$ cat src/rtl/bsg_tag_serializer.sv
// Serializes tag packets (start, length, data-not-reset, node id, payload) and
// master-reset ones bursts onto a one-bit tag line. Each is followed by an idle gap.
`timescale 1ns/1ps
module bsg_tag_serializer #(
  parameter int els_p               = 64,
  parameter int lg_width_p          = 9,
  parameter int max_payload_width_p = 128,
  parameter int gap_cycles_p        = 4,
  parameter int reset_ones_p        = 64,
  localparam int lg_els_lp          = $clog2(els_p + 1)
) (
  input  logic                           clk_i,
  input  logic                           reset_n_i,
  input  logic                           v_i,
  output logic                           ready_o,
  input  logic                           master_reset_i,
  input  logic [lg_els_lp-1:0]           nodeid_i,
  input  logic                           data_not_reset_i,
  input  logic [lg_width_p-1:0]          len_i,
  input  logic [max_payload_width_p-1:0] payload_i,
  output logic                           tag_data_o,
  output logic                           tag_en_o,
  output logic                           done_o,
  output logic                           err_o
);

  localparam int frame_w_lp  = lg_width_p + 1 + lg_els_lp + max_payload_width_p;
  localparam int len_span_lp = 1 << lg_width_p;
  localparam int cnt_a_lp    = (reset_ones_p > len_span_lp) ? reset_ones_p : len_span_lp;
  localparam int cnt_max_lp  = (cnt_a_lp > gap_cycles_p) ? cnt_a_lp : gap_cycles_p;
  localparam int cnt_w_lp    = $clog2(cnt_max_lp + 1);

  typedef logic [cnt_w_lp-1:0] cnt_t;

  typedef enum logic [2:0] {
    IDLE, RST_ONES, START, LEN, DNR, ID, PAYLOAD, GAP
  } state_e;

  state_e                  state_r, state_n;
  cnt_t                    cnt_r, cnt_n;
  logic [frame_w_lp-1:0]   sr_r;
  logic [lg_width_p-1:0]   len_r;
  logic                    ready_r, err_r, data_r;
  logic                    accept, len_bad, last, shift, data_n, err_n;

  assign accept  = v_i & ready_r;
  assign len_bad = len_i > (lg_width_p)'(max_payload_width_p);
  assign last    = (cnt_r == '0);

  // The cycle-by-cycle frame after the start bit is just the shift register
  // read LSB-first: len, then data_not_reset, then node id, then payload.
  assign shift = state_n inside {LEN, DNR, ID, PAYLOAD};

  // NOTE: every signal driven here gets a default first, so no path can leave
  // it unassigned and infer a latch.
  always_comb begin
    state_n = state_r;
    cnt_n   = cnt_r;
    err_n   = 1'b0;
    unique case (state_r)
      IDLE: begin
        if (accept) begin
          if (master_reset_i) begin
            state_n = RST_ONES;
            cnt_n   = cnt_t'(reset_ones_p - 1);
          end else if (len_bad) begin
            err_n = 1'b1;
          end else begin
            state_n = START;
            cnt_n   = '0;
          end
        end
      end
      RST_ONES, PAYLOAD: begin
        if (last) begin
          state_n = GAP;
          cnt_n   = cnt_t'(gap_cycles_p - 1);
        end else begin
          cnt_n = cnt_r - cnt_t'(1);
        end
      end
      START: begin
        state_n = LEN;
        cnt_n   = cnt_t'(lg_width_p - 1);
      end
      LEN: begin
        if (last) state_n = DNR;
        else      cnt_n   = cnt_r - cnt_t'(1);
      end
      DNR: begin
        state_n = ID;
        cnt_n   = cnt_t'(lg_els_lp - 1);
      end
      ID: begin
        if (!last) begin
          cnt_n = cnt_r - cnt_t'(1);
        end else if (len_r == '0) begin
          state_n = GAP;
          cnt_n   = cnt_t'(gap_cycles_p - 1);
        end else begin
          state_n = PAYLOAD;
          cnt_n   = cnt_t'(len_r) - cnt_t'(1);
        end
      end
      GAP: begin
        if (last) state_n = IDLE;
        else      cnt_n   = cnt_r - cnt_t'(1);
      end
      default: begin
        state_n = IDLE;
        cnt_n   = '0;
      end
    endcase
    data_n = shift ? sr_r[0] : (state_n inside {START, RST_ONES});
  end

  // NOTE: sequential state uses non-blocking assignments so every flop samples
  // the pre-edge values regardless of statement order.
  always_ff @(posedge clk_i or negedge reset_n_i) begin
    if (!reset_n_i) begin
      state_r <= IDLE;
      cnt_r   <= '0;
      sr_r    <= '0;
      len_r   <= '0;
      ready_r <= 1'b0;
      err_r   <= 1'b0;
      data_r  <= 1'b0;
    end else begin
      state_r <= state_n;
      cnt_r   <= cnt_n;
      ready_r <= (state_n == IDLE);
      err_r   <= err_n;
      data_r  <= data_n;
      if (accept) begin
        sr_r  <= {payload_i, nodeid_i, data_not_reset_i, len_i};
        len_r <= len_i;
      end else if (shift) begin
        sr_r  <= sr_r >> 1;
      end
    end
  end

  assign ready_o    = ready_r;
  assign tag_data_o = data_r;
  assign tag_en_o   = state_r inside {RST_ONES, START, LEN, DNR, ID, PAYLOAD};
  assign done_o     = (state_r == GAP) && last;
  assign err_o      = err_r;

endmodule

$ cat config.mk
export PLATFORM = sky130hd
export DESIGN_NAME = bsg_tag_serializer
export DESIGN_NICKNAME = d
export VERILOG_FILES = /design/src/rtl/bsg_tag_serializer.sv
export SDC_FILE = /design/constraint.sdc
export NUM_CORES = 1
export LEC_CHECK = 0
export CORE_MARGIN = 2
export CORE_UTILIZATION = 55
export CTS_CLUSTER_SIZE = 12
export DETAILED_ROUTE_END_ITERATION = 10
export PLACE_DENSITY = 0.91
export SETUP_SLACK_MARGIN = 0.2
export SLEW_MARGIN = 20
export SYNTH_ARGS = -nofsm -noshare
export SYNTH_HDL_FRONTEND = slang
export SYNTH_SLANG_ARGS = --single-unit
$ cat constraint.sdc
create_clock -name clk_i -period 3.1 [get_ports clk_i]
set_input_delay 0.62 -clock clk_i [delete_from_list [all_inputs] [get_ports clk_i]]
set_output_delay 0.62 -clock clk_i [all_outputs]
set_load 0.01 [all_outputs]
# --- Word level (Yosys, flattened, before mapping) ---
# Index checks and enable logic that the tools add are counted.
# W data, S select, Z words.
totals:
  ff_bits: 170
  latch_bits: 0
  ram_bits: 0
  romBits: 0
  input_bits: 149
  output_inout_bits: 5
  memories: 0
op_classes:
  addsub: 2
  mul: 0
  div_mod_pow: 0
  order_cmp: 1
  n_eq_ne: 16
  n_shift: 0
  n_mux: 24
  n_bitwise: 1
  reduce_logical: 12
op_table:
  columns: ["op", "count"]
  rows:
  - ["$mux W145", 2]
  - ["$mux W10", 7]
  - ["$pmux W10 S6", 1]
  - ["$eq A3 B3 Y1 const B", 7]
  - ["$mux W3", 7]
  - ["$pmux W3 S7", 1]
  - ["$eq A3 B2 Y1 const B", 4]
  - ["$logic_not A10 Y1", 1]
  - ["$sub A10 B1 Y10 const B", 1]
  - ["$sub A9 B1 Y10 const B", 1]
  - ["$gt A9 B8 Y1 const B", 1]
  - ["$logic_not A9 Y1", 1]
  - ["$eq A3 B1 Y1 const B", 2]
  - ["$logic_not A3 Y1", 2]
  - ["$mux W1", 6]
  - ["$reduce_bool A6 Y1", 1]
  - ["$ne A2 B2 Y1 const B", 2]
  - ["$reduce_bool A2 Y1", 2]
  - ["$reduce_bool A4 Y1", 1]
  - ["$reduce_or A2 Y1", 2]
  - ["$ne A3 B3 Y1 const B", 1]
  - ["$reduce_and A3 Y1", 1]
  - ["$and A1 B1 Y1", 1]
  - ["$logic_and A1 B1 Y1", 1]

# --- Longest topological paths before layout ---
# Gate-level depths: netlist of the first run.
logic_depth:
  depth_word: 9
  mapped_depth: 10
  mapped_depth_nobuf: 7

# --- Least setup slack after synthesis of the first run ---
# Ideal clock, no wire load.
synth_path:
  path_type: "register to register"
  from: "register cnt_r[0]"
  to: "register sr_r[68]"
  setup_ps: 131
  arrival_time_ps: 2186
  required_ps: 2969
  slack_ps: 783
  stages_incl_launch_ff: 10
  n_path_buf: 2
  synth_period_minus_slack_ps: 2317
  cell_sequence: "dfrtp_1 > inv_1 > ha_1 > or4b_4 > nor3_4 > a311oi_2 > buf_2 > clkbuf_1 > a22oi_1 > o21ai_1"
synth_via:
  elab_chain_len: 6
synth_lines:
  columns: ["element", "line_no", "source"]
  rows:
  - ["from (decl)", "40", "cnt_t cnt_r, cnt_n;"]
  - ["from (signal assigned)", "130", "cnt_r <= cnt_n;"]
  - ["$logic_not A10 Y1 (*)", "48", "assign last = (cnt_r == '0);"]
  - ["$mux W3 (on tied branches)", null, null]
  - ["$pmux W3 S7 (*)", "60", "unique case (state_r)"]
  - ["$eq A3 B2 Y1 or $eq A3 B3 Y1 (tied branches)", "52", "assign shift = state_n inside {LEN, DNR, ID, PAYLOAD};"]
  - ["$reduce_bool A4 Y1 (*)", "52", null]
  - ["$reduce_bool A2 Y1 (no line) (*)", null, null]
  - ["to (signal assigned)", "135", "sr_r <= {payload_i, nodeid_i, data_not_reset_i, len_i};"]
  - ["to (signal assigned)", "138", "sr_r <= sr_r >> 1;"]
  - ["to (decl)", "41", "logic [frame_w_lp-1:0] sr_r;"]
# Every way passes the cells marked *; elsewhere a longest branch is shown, timed or not.
# A chain may end at the register's enable or synchronous reset.

# --- Worst setup path in the final report of the first run ---
layout_path:
  from: "register cnt_r[0]"
  to: "output done_o"
layout_via:
  elab_chain_len: 2
layout_lines:
  columns: ["element", "line_no", "source"]
  rows:
  - ["$logic_not A10 Y1", "48", null]
  - ["$logic_and A1 B1 Y1", "146", "assign done_o = (state_r == GAP) && last;"]
  - ["to (decl)", "23", "output logic done_o,"]
# Every way passes these cells.

==> flow_metrics.tcl, run 1 <==
set metrics [dict create \
    finalHoldViolations 0 \
    coreArea_mm2 0.02023 \
    leakage_nw 5.796 \
    mostFrequentLayoutCells "dfrtp_1, nor2_1, clkdlybuf4s50_1" \
    yosysSeqAreaShare_pct 37.42 \
    drcViolationCount 0 \
    grt_max_degree 197 \
    grt_pass1_vias 10020 \
    clk_pin_slew_worst_paths_ns 0.07 \
    cp_max_fo 4 \
    crit_path_end_kind "output port" \
    synth_xor_area_share_pct 0.3082 \
    fin_crit_sh_pct 87.54 \
    crit_path_start_kind "register" \
    finalSetupViolations 0 \
    antenna_found_initial 2 \
    synthesis.nets 1350 \
    peakVddDrop_v 0.0005961 \
    syn_avg_cell_area_um2 9.482 \
    numCtsBuffers 17 \
    finalInstanceArea_mm2 0.01371 \
    synth-simple-area-share_pct 10.03 \
    die_w_um 147.8 \
    finalSetupTns_ns 0 \
    hold_ws_ns 0.1463 \
    fillCellCount 1535 \
    die-area_mm2 0.02184 \
    ant_nets 0 \
    gr-total-overflow 0 \
    io_buffers 153 \
    clk_path_buf_depth 2 \
    tightest_slew_ns 0.9180 \
    synth_seq_cells 170 \
    synthAdderAreaFrac_pct 0.3082 \
    fmax_ghz 0.3685 \
    path_class "register to output port" \
    path_cells "inv_1 -> ha_4 -> or4b_4 -> nor3_4 -> nand2_1 -> nor2_2 -> buf_2" \
    maxSlewViolCount 0 \
    synth_top_family_by_area "compound AO/OA/AOI/OAI gates" \
    status "complete, no violations" \
    place.gp.congestion 0.9086 \
    synth_edf_count 0 \
    required_ns 2.48 \
    dp_hpwl_mm 18.70 \
    period_minus_slack_ns 2.714 \
    area.growth.synth_to_final_pct 20.59 \
    synth_compound_area_share_pct 33.68 \
    dr.pass1.iters 7 \
    drive_gt1_share_pct 11.19 \
    clock_latency_ns 0.43 \
    drt-vias-per-instance 6.665 \
    finalNetCount 1436 \
    die_y_um 147.8 \
    cts_hold_buf 0 \
    place_area_mm2 0.01306 \
    clock_skew_ns 0.009294 \
    critPathMaxStageDelay_ns 0.49 \
    cap_violations 0 \
    yosys_most_used_dff "dfrtp_1" \
    root_buffer "clkbuf_16" \
    clock_sinks 170 \
    synthCells 1199 \
    start_util_pct 56.18 \
    cts_tree "yes" \
    maxSlewHeadroom_pct 38.80 \
    row_count 52 \
    drt_iter0_drc 970 \
    cpMaxStageDelayCell "or4b_4" \
    yosys_warnings 0 \
    final_common_cell "dfrtp_1" \
    vias 10440 \
    rsz0062_at_grt "false" \
    async_flop_share_pct 100.0 \
    track_usage_pct 28.28 \
    ys_types 56 \
    grt_pass1_wl_mm 51.00 \
    syn-cell-area_mm2 0.01137 \
    io_pins 154 \
    power_density_mw_per_mm2 925.5 \
    ctsHtreeMaxLevel 4 \
    wl_per_cell_um 19.87 \
    hp-class "input port to asynchronous set/reset pin" \
    wirelength_mm 31.13 \
    muxShareOfSynthArea_pct 12.87 \
    arrival_ns 2.09 \
]
## power breakdown
group	switching, mW	total [mW]	internal [mW]
clock network	0.926	2.32	1.39
logic	3.20	5.82	2.61
registers	1.42	4.55	3.14
total	5.55	12.7	7.14
## cell usage after synthesis, types with 3 or more instances
| cell | number | area share (%) |
|---|---|---|
| o21ai_1 | 62 | 2.7 |
| mux2i_1 | 145 | 13 |
| nand2_1 | 50 | 1.7 |
| nor4_1 | 6 | 0.33 |
| buf_2 | 19 | 0.84 |
| a211o_1 | 3 | 0.23 |
| a22oi_1 | 137 | 9.0 |
| or3_1 | 4 | 0.22 |
| buf_6 | 13 | 1.3 |
| inv_1 | 9 | 0.30 |
| buf_1 | 4 | 0.13 |
| nor2_1 | 158 | 5.2 |
| o21ai_0 | 90 | 4.0 |
| o211ai_1 | 12 | 0.79 |
| a221oi_1 | 85 | 6.5 |
| nand4_1 | 6 | 0.33 |
| o31ai_1 | 3 | 0.20 |
| a221oi_2 | 60 | 7.9 |
| dfrtp_1 | 170 | 37 |
| nand3_1 | 5 | 0.22 |
| and2_1 | 4 | 0.22 |
| a21oi_1 | 13 | 0.57 |
| nor3_1 | 8 | 0.35 |
| a31oi_1 | 5 | 0.28 |
| clkbuf_1 | 82 | 2.7 |
| or2_2 | 3 | 0.17 |
## sequential cells by signal, indices dropped and copies added (netlist names)
register	count
ready_o	1
cnt_r	10
state_r	3
err_o	1
sr_r	145
tag_data_o	1
len_r	9
## cell families after synthesis
group / Yosys count
buffers and inverters: 129
flip-flops: 170
multiplexers: 146
AND/OR/NAND/NOR: 259
XOR/XNOR: 4
adder cells (fa/ha/maj): 3
AO/OA/AOI/OAI: 488
## metal layers
| metal | vias to the layer above | share of wire [%] | global-route usage [%] |
|---|---|---|---|
| li1 | 4869 | - | - |
| met1 | 5159 | 43 | 38.96 |
| met2 | 349 | 49 | 44.77 |
| met3 | 65 | 5.0 | 5.031 |
| met4 | 2 | 2.9 | 10.67 |
| met5 | - | 0.051 | 0 |
## final cells by class
class | count | area (um2) | share of cell area [%]
multi-input cells | 900 | 6554 | 47.81
flip-flops and latches | 170 | 4263 | 31.09
repair buffers | 187 | 1896 | 13.83
clock buffers | 20 | 456.7 | 3.331
well taps | 270 | 337.8 | 2.464
clock inverters | 10 | 166.4 | 1.214
inverters | 9 | 33.78 | 0.2464
diodes | 1 | 2.502 | 0.01825
## worst max-delay path, delay by kind of cell (launching register included)
kind | cells | cell delay, ns
adders and majority gates | 1 | 0.16
buffers and inverters | 2 | 0.25
DFF | 1 | 0.39
and+or+nand+nor | 4 | 0.87
## path summary, 6_finish.rpt
kind | start | end | slack (ns) | cells after the start
max reg2reg | cnt_r[0]$_DFFE_PN0P_ | sr_r[142]$_DFFE_PN0P_ | 0.42 | 9
max | cnt_r[0]$_DFFE_PN0P_ | done_o | 0.39 | 7
min in group clk_i | len_r[8]$_DFFE_PN0P_ | len_r[8]$_DFFE_PN0P_ | 0.54 | 2
max in group asynchronous | reset_n_i | sr_r[29]$_DFFE_PN0P_ | 1.97 | 2
min reg2reg | len_r[8]$_DFFE_PN0P_ | len_r[8]$_DFFE_PN0P_ | 0.54 | 2
min | reset_n_i | sr_r[106]$_DFFE_PN0P_ | 0.15 | 1
## stage by stage
| step | utilization (%) | cells | setup slack, ns | power [mW] |
|---|---|---|---|---|
| final | 67.75 | 1567 | 0.3861 | 12.69 |
| after global routing | 67.75 | 1567 | 0.2539 | 13.48 |
| after CTS | 67.70 | 1566 | 0.2131 | 12.58 |
| after detailed placement | 64.53 | 1534 | 0.2940 | 10.21 |
| after global placement | 64.53 | 1534 | 0.3244 | 9.934 |
| after floorplan | - | 1199 | 0.7830 | 8.737 |
## timing repair
action,CTS,global route
buffers inserted,2,0
resized for setup,4,5
pin swaps,1,2
endpoints found under the setup margin,1,1
No activity file was read; power rests on OpenSTA's default activity.
==> run 2: changes to the inputs <==
- PLACE_DENSITY: 0.91 -> 0.8
- SLEW_MARGIN: 20 -> unset
==> run 2 against run 1 <==
- register-to-register slack lost 0.04 ns
- flip-flop and latch count stayed put
- cell area down 0.29%
- sequential share of layout area rose by 0.082 points
- total power is 1.3% lower
- largest power group unchanged
- final cell count decreased by 0.13%
==> flow_metrics.tcl, run 2 (same netlist as run 1, synthesis figures left out) <==
set metrics [dict create \
    arrival_ns 2.19 \
    fillCellCount 1602 \
    finalInstanceArea_mm2 0.01367 \
    root_buffer "clkbuf_16" \
    utilization_pct 67.55 \
    io_pins 154 \
    row_count 52 \
    required_ns 2.48 \
    drt-vias-per-instance 6.711 \
    setup_ws_ns 0.2903 \
    hp-class "input port to asynchronous set/reset pin" \
    gr-total-overflow 0 \
    fin_crit_sh_pct 90.64 \
    dp_hpwl_mm 18.12 \
    clock_latency_ns 0.43 \
    antenna_found_initial 2 \
    drcViolationCount 0 \
    ant_nets 0 \
    clock_skew_ns 0.01208 \
    die_w_um 147.8 \
    finalSetupTns_ns 0 \
    maxSlewViolCount 0 \
    clk_path_buf_depth 2 \
    wirelength_mm 30.64 \
    clk_pin_slew_worst_paths_ns 0.07 \
    top_regs "sr_r x145, cnt_r x10, len_r x9" \
    cp_max_fo 4 \
    drt_iter0_drc 984 \
    largest_reg_flops 145 \
    leakage_nw 5.757 \
    area.growth.synth_to_final_pct 20.24 \
    finalSetupViolations 0 \
    period_minus_slack_ns 2.810 \
    numCtsBuffers 17 \
    status "complete, no violations" \
    cap_violations 0 \
    coreArea_mm2 0.02023 \
    grt_max_degree 293 \
    stdcell_count 1565 \
    power_density_mw_per_mm2 916.1 \
    fmax_ghz 0.3559 \
    worst_r2r_path_depth 8 \
    crit_path_end_kind "output port" \
    ctsHtreeMaxLevel 4 \
    mostFrequentLayoutCells "dfrtp_1, nor2_1, clkdlybuf4s50_1" \
    maxSlewHeadroom_pct 19.77 \
    die_y_um 147.8 \
    top_register "sr_r" \
    dp.cells 1529 \
    grt_pass1_wl_mm 50.83 \
    wl_per_cell_um 19.58 \
    place.gp.congestion 0.9228 \
    io_buffers 153 \
    place_area_mm2 0.01302 \
    clock_sinks 170 \
    peakVddDrop_v 0.0006760 \
    finalNetCount 1432 \
    start_util_pct 56.18 \
    die-area_mm2 0.02184 \
    final_common_cell "dfrtp_1" \
    crit_path_start_kind "register" \
    finalHoldViolations 0 \
    track_usage_pct 28.02 \
    rsz0062_at_grt "false" \
    grt_pass1_vias 9983 \
    cts_tree "yes" \
    cts_hold_buf 0 \
    tightest_slew_ns 1.203 \
    dpl_worst_slack_ns 0.2356 \
    path_class "register to output port" \
    drive_gt1_share_pct 10.97 \
    vias 10500 \
    dr.pass1.iters 6 \
]
## run 2: path summary, 6_finish.rpt
path	startpoint	endpoint	slack, ns
setup / recovery	cnt_r[0]$_DFFE_PN0P_	done_o	0.29
hold / removal	reset_n_i	sr_r[108]$_DFFE_PN0P_	0.16
setup reg to reg	len_r[0]$_DFFE_PN0P_	sr_r[78]$_DFFE_PN0P_	0.38
hold reg to reg	len_r[8]$_DFFE_PN0P_	len_r[8]$_DFFE_PN0P_	0.52
max in group asynchronous	reset_n_i	tag_data_o$_DFF_PN0_	2.06
min in group clk_i	len_r[8]$_DFFE_PN0P_	len_r[8]$_DFFE_PN0P_	0.52
## run 2: cell type report
class                      instances  area (um2)  area share [%]
antenna                            1       2.502         0.01831
timing repair buffer             183        1872           13.69
sequential                       170        4262           31.18
multi-input combinational        900        6565           48.03
tap                              270       337.8           2.471
inverter                           9       33.78          0.2471
clock inverter                    12       140.1           1.025
clock buffer                      20       456.7           3.341
## run 2: stage by stage
step | power, mW | hold WS, ns
finish | 12.52 | 0.1587
CTS | 12.46 | 0.2148
floorplan | 8.737 | 0.3244
global placement | 9.956 | 0.5034
global route | 13.37 | 0.2185
detailed placement | 10.19 | 0.5007
## run 2: power by group
part,switching [mW],internal [mW],total (mW),leakage (nW)
registers,1.37,3.14,4.51,2.26
clock network,0.966,1.24,2.21,0.284
logic,3.21,2.60,5.81,3.21
## run 2: timing repair
| item | in CTS | in global routing |
|---|---|---|
| hold endpoints to repair | 0 | 0 |
| pin swaps | 1 | 3 |
| buffers inserted | 3 | 0 |
| endpoints found under the setup margin | 1 | 56 |
| gates resized for setup | 5 | 3 |
## run 2: critical path, stage by stage, from the launching register on
cell	delay, ns
dfrtp_1	0.39
inv_1	0.10
ha_4	0.15
or4b_4	0.49
nor3_4	0.16
nand2_2	0.09
nor2_2	0.15
clkdlybuf4s15_2	0.23
## run 2: metal layers
metal | part of all wire, % | wire [um] | global-route usage, % | vias up
met1 | 44 | 13440 | 39.75 | 5197
met4 | 2.4 | 731 | 9.038 | 2
met2 | 48 | 14590 | 43.42 | 379
met5 | 0.042 | 13 | 0 | -
met3 | 6.1 | 1866 | 5.432 | 56
li1 | - | - | - | 4868
==> run 3: changes to the inputs <==
- DONT_BUFFER_PORTS: unset -> 1
- PLACE_DENSITY: 0.8 -> 0.7
==> run 3 against run 2 <==
- sequential power about the same
- critical path depth is 2 higher
- the run now ends with hold timing left
- non-clock buffer count fell by 160
- largest cell class unchanged
- flip-flop and latch count unchanged
- first-iteration DRC count shrank 16%
- die area did not move
- critical endpoint is now sr_r[80]$_DFFE_PN0P_
==> flow_metrics.tcl, run 3 (same netlist as run 1, synthesis figures left out) <==
set metrics [dict create \
    io_buffers 0 \
    wirelength_mm 29.07 \
    violations "hold timing" \
    hold_ws_ns -0.1092 \
    path_cells "inv_1 -> ha_1 -> or4b_4 -> nor3_4 -> buf_4 -> nor3b_2 -> buf_12 -> a221oi_1 -> o21ai_0" \
    drcViolationCount 0 \
    clock_latency_ns 0.43 \
    place.gp.congestion 0.9187 \
    dp.cells 1371 \
    critPathMaxStageDelay_ns 0.53 \
    top_regs "sr_r x145, cnt_r x10, len_r x9" \
    arrival_ns 3.06 \
    multi_input_area_mm2 0.006549 \
    io_pins 154 \
    place_area_mm2 0.01142 \
    worst-path-stages 9 \
    crit_path_start_kind "register" \
    ant_nets 0 \
    status "finished, violations left" \
    dpl_worst_slack_ns 0.4435 \
    leakage_nw 5.103 \
    wl_per_cell_um 20.70 \
    fmax_ghz 0.3578 \
    row_count 52 \
    power_density_mw_per_mm2 1002 \
    clock_skew_ns 0.01280 \
    critical-path-top-delay-family "simple AND/OR/NAND/NOR gates" \
    peakVddDrop_v 0.0008742 \
    area.growth.synth_to_final_pct 5.679 \
    coreArea_mm2 0.02023 \
    tightest_slew_ns 1.181 \
    track_usage_pct 26.40 \
    cp_max_fo 144 \
    final_common_cell "dfrtp_1" \
    crit_path_end_kind "register" \
    period_minus_slack_ns 2.795 \
    path_class "register to register" \
    grt_pass1_wl_mm 47.65 \
    fillCellCount 1756 \
    grt_max_degree 193 \
    drive_gt1_share_pct 11.39 \
    gr-total-overflow 0 \
    dp_hpwl_mm 16.36 \
    clk_pin_slew_worst_paths_ns 0.07 \
    top_register "sr_r" \
    stdcell_count 1404 \
    die_y_um 147.8 \
    required_ns 3.36 \
    ctsHtreeMaxLevel 4 \
    rsz0062_at_grt "false" \
    utilization_pct 59.37 \
    total_power_mw 12.04 \
    clk_path_buf_depth 2 \
    root_buffer "clkbuf_16" \
    mostFrequentLayoutCells "dfrtp_1, nor2_1, mux2i_1" \
    drt_iter0_drc 830 \
    crit_buf_inv 3 \
    die_w_um 147.8 \
    finalSetupViolations 0 \
    dr.pass1.iters 5 \
    cpMaxStageDelayCell "or4b_4" \
    hp-class "input port to asynchronous set/reset pin" \
    fin_crit_sh_pct 90.15 \
    clock_sinks 170 \
    setup_ws_ns 0.3055 \
    largest_reg_flops 145 \
    cts_tree "yes" \
    start_util_pct 56.18 \
    finalSetupTns_ns 0 \
    die-area_mm2 0.02184 \
    worst_r2r_path_depth 9 \
    grt_pass1_vias 9043 \
    seq_area_mm2 0.004262 \
    antenna_found_initial 1 \
    drt-vias-per-instance 6.937 \
    numCtsBuffers 17 \
    finalInstanceArea_mm2 0.01201 \
    vias 9740 \
    maxSlewViolCount 0 \
    maxSlewHeadroom_pct 21.25 \
    finalHoldViolations 170 \
    cap_violations 0 \
    finalNetCount 1272 \
]
## run 3: worst reg2reg max path, cell delays in order (launching register included)
cell	delay [ns]
dfrtp_1	0.42
inv_1	0.08
ha_1	0.20
or4b_4	0.53
nor3_4	0.24
buf_4	0.18
nor3b_2	0.06
buf_12	0.31
a221oi_1	0.47
o21ai_0	0.14
## run 3: layer usage
layer / track usage [%] / wire length [um] / vias up
met3: 6.512 / 2049 / 43
met2: 38.56 / 13340 / 278
met1: 38.53 / 13080 / 4882
li1: - / - / 4537
met4: 8.606 / 598 / 0
met5: 0 / 0 / -
## run 3: cell type report
type / instances / area share (%)
clock buffers: 21 / 3.749
diodes: 1 / 0.02083
inverters: 9 / 0.2812
flip-flops and latches: 170 / 35.47
repair buffers: 23 / 2.166
clock inverters: 10 / 0.9894
multi-input cells: 900 / 54.51
well taps: 270 / 2.812
## run 3: worst paths after layout
kind | start | end | slack, ns
worst min-delay path | reset_n_i | err_o$_DFF_PN0_ | -0.11
worst max-delay path | cnt_r[0]$_DFFE_PN0P_ | sr_r[80]$_DFFE_PN0P_ | 0.31
worst max register to register | cnt_r[0]$_DFFE_PN0P_ | sr_r[80]$_DFFE_PN0P_ | 0.31
max in group asynchronous | reset_n_i | sr_r[3]$_DFFE_PN0P_ | 2.95
min in group clk_i | master_reset_i | err_o$_DFF_PN0_ | 0.30
worst min register to register | len_r[7]$_DFFE_PN0P_ | len_r[7]$_DFFE_PN0P_ | 0.57
## run 3: repair_timing
item,4_1_cts,5_1_grt
pin swaps,1,1
hold endpoints to repair,170,170
setup endpoints to repair,1,1
resized for setup,1,2
setup buffers,1,0
gates cloned,0,0
## run 3: power breakdown
part	internal, mW	switching (mW)	total, mW	leakage (nW)
logic	2.37	3.01	5.37	2.57
registers	3.13	1.38	4.51	2.26
clock network	1.21	0.942	2.15	0.270
total	6.71	5.33	12.0	5.10
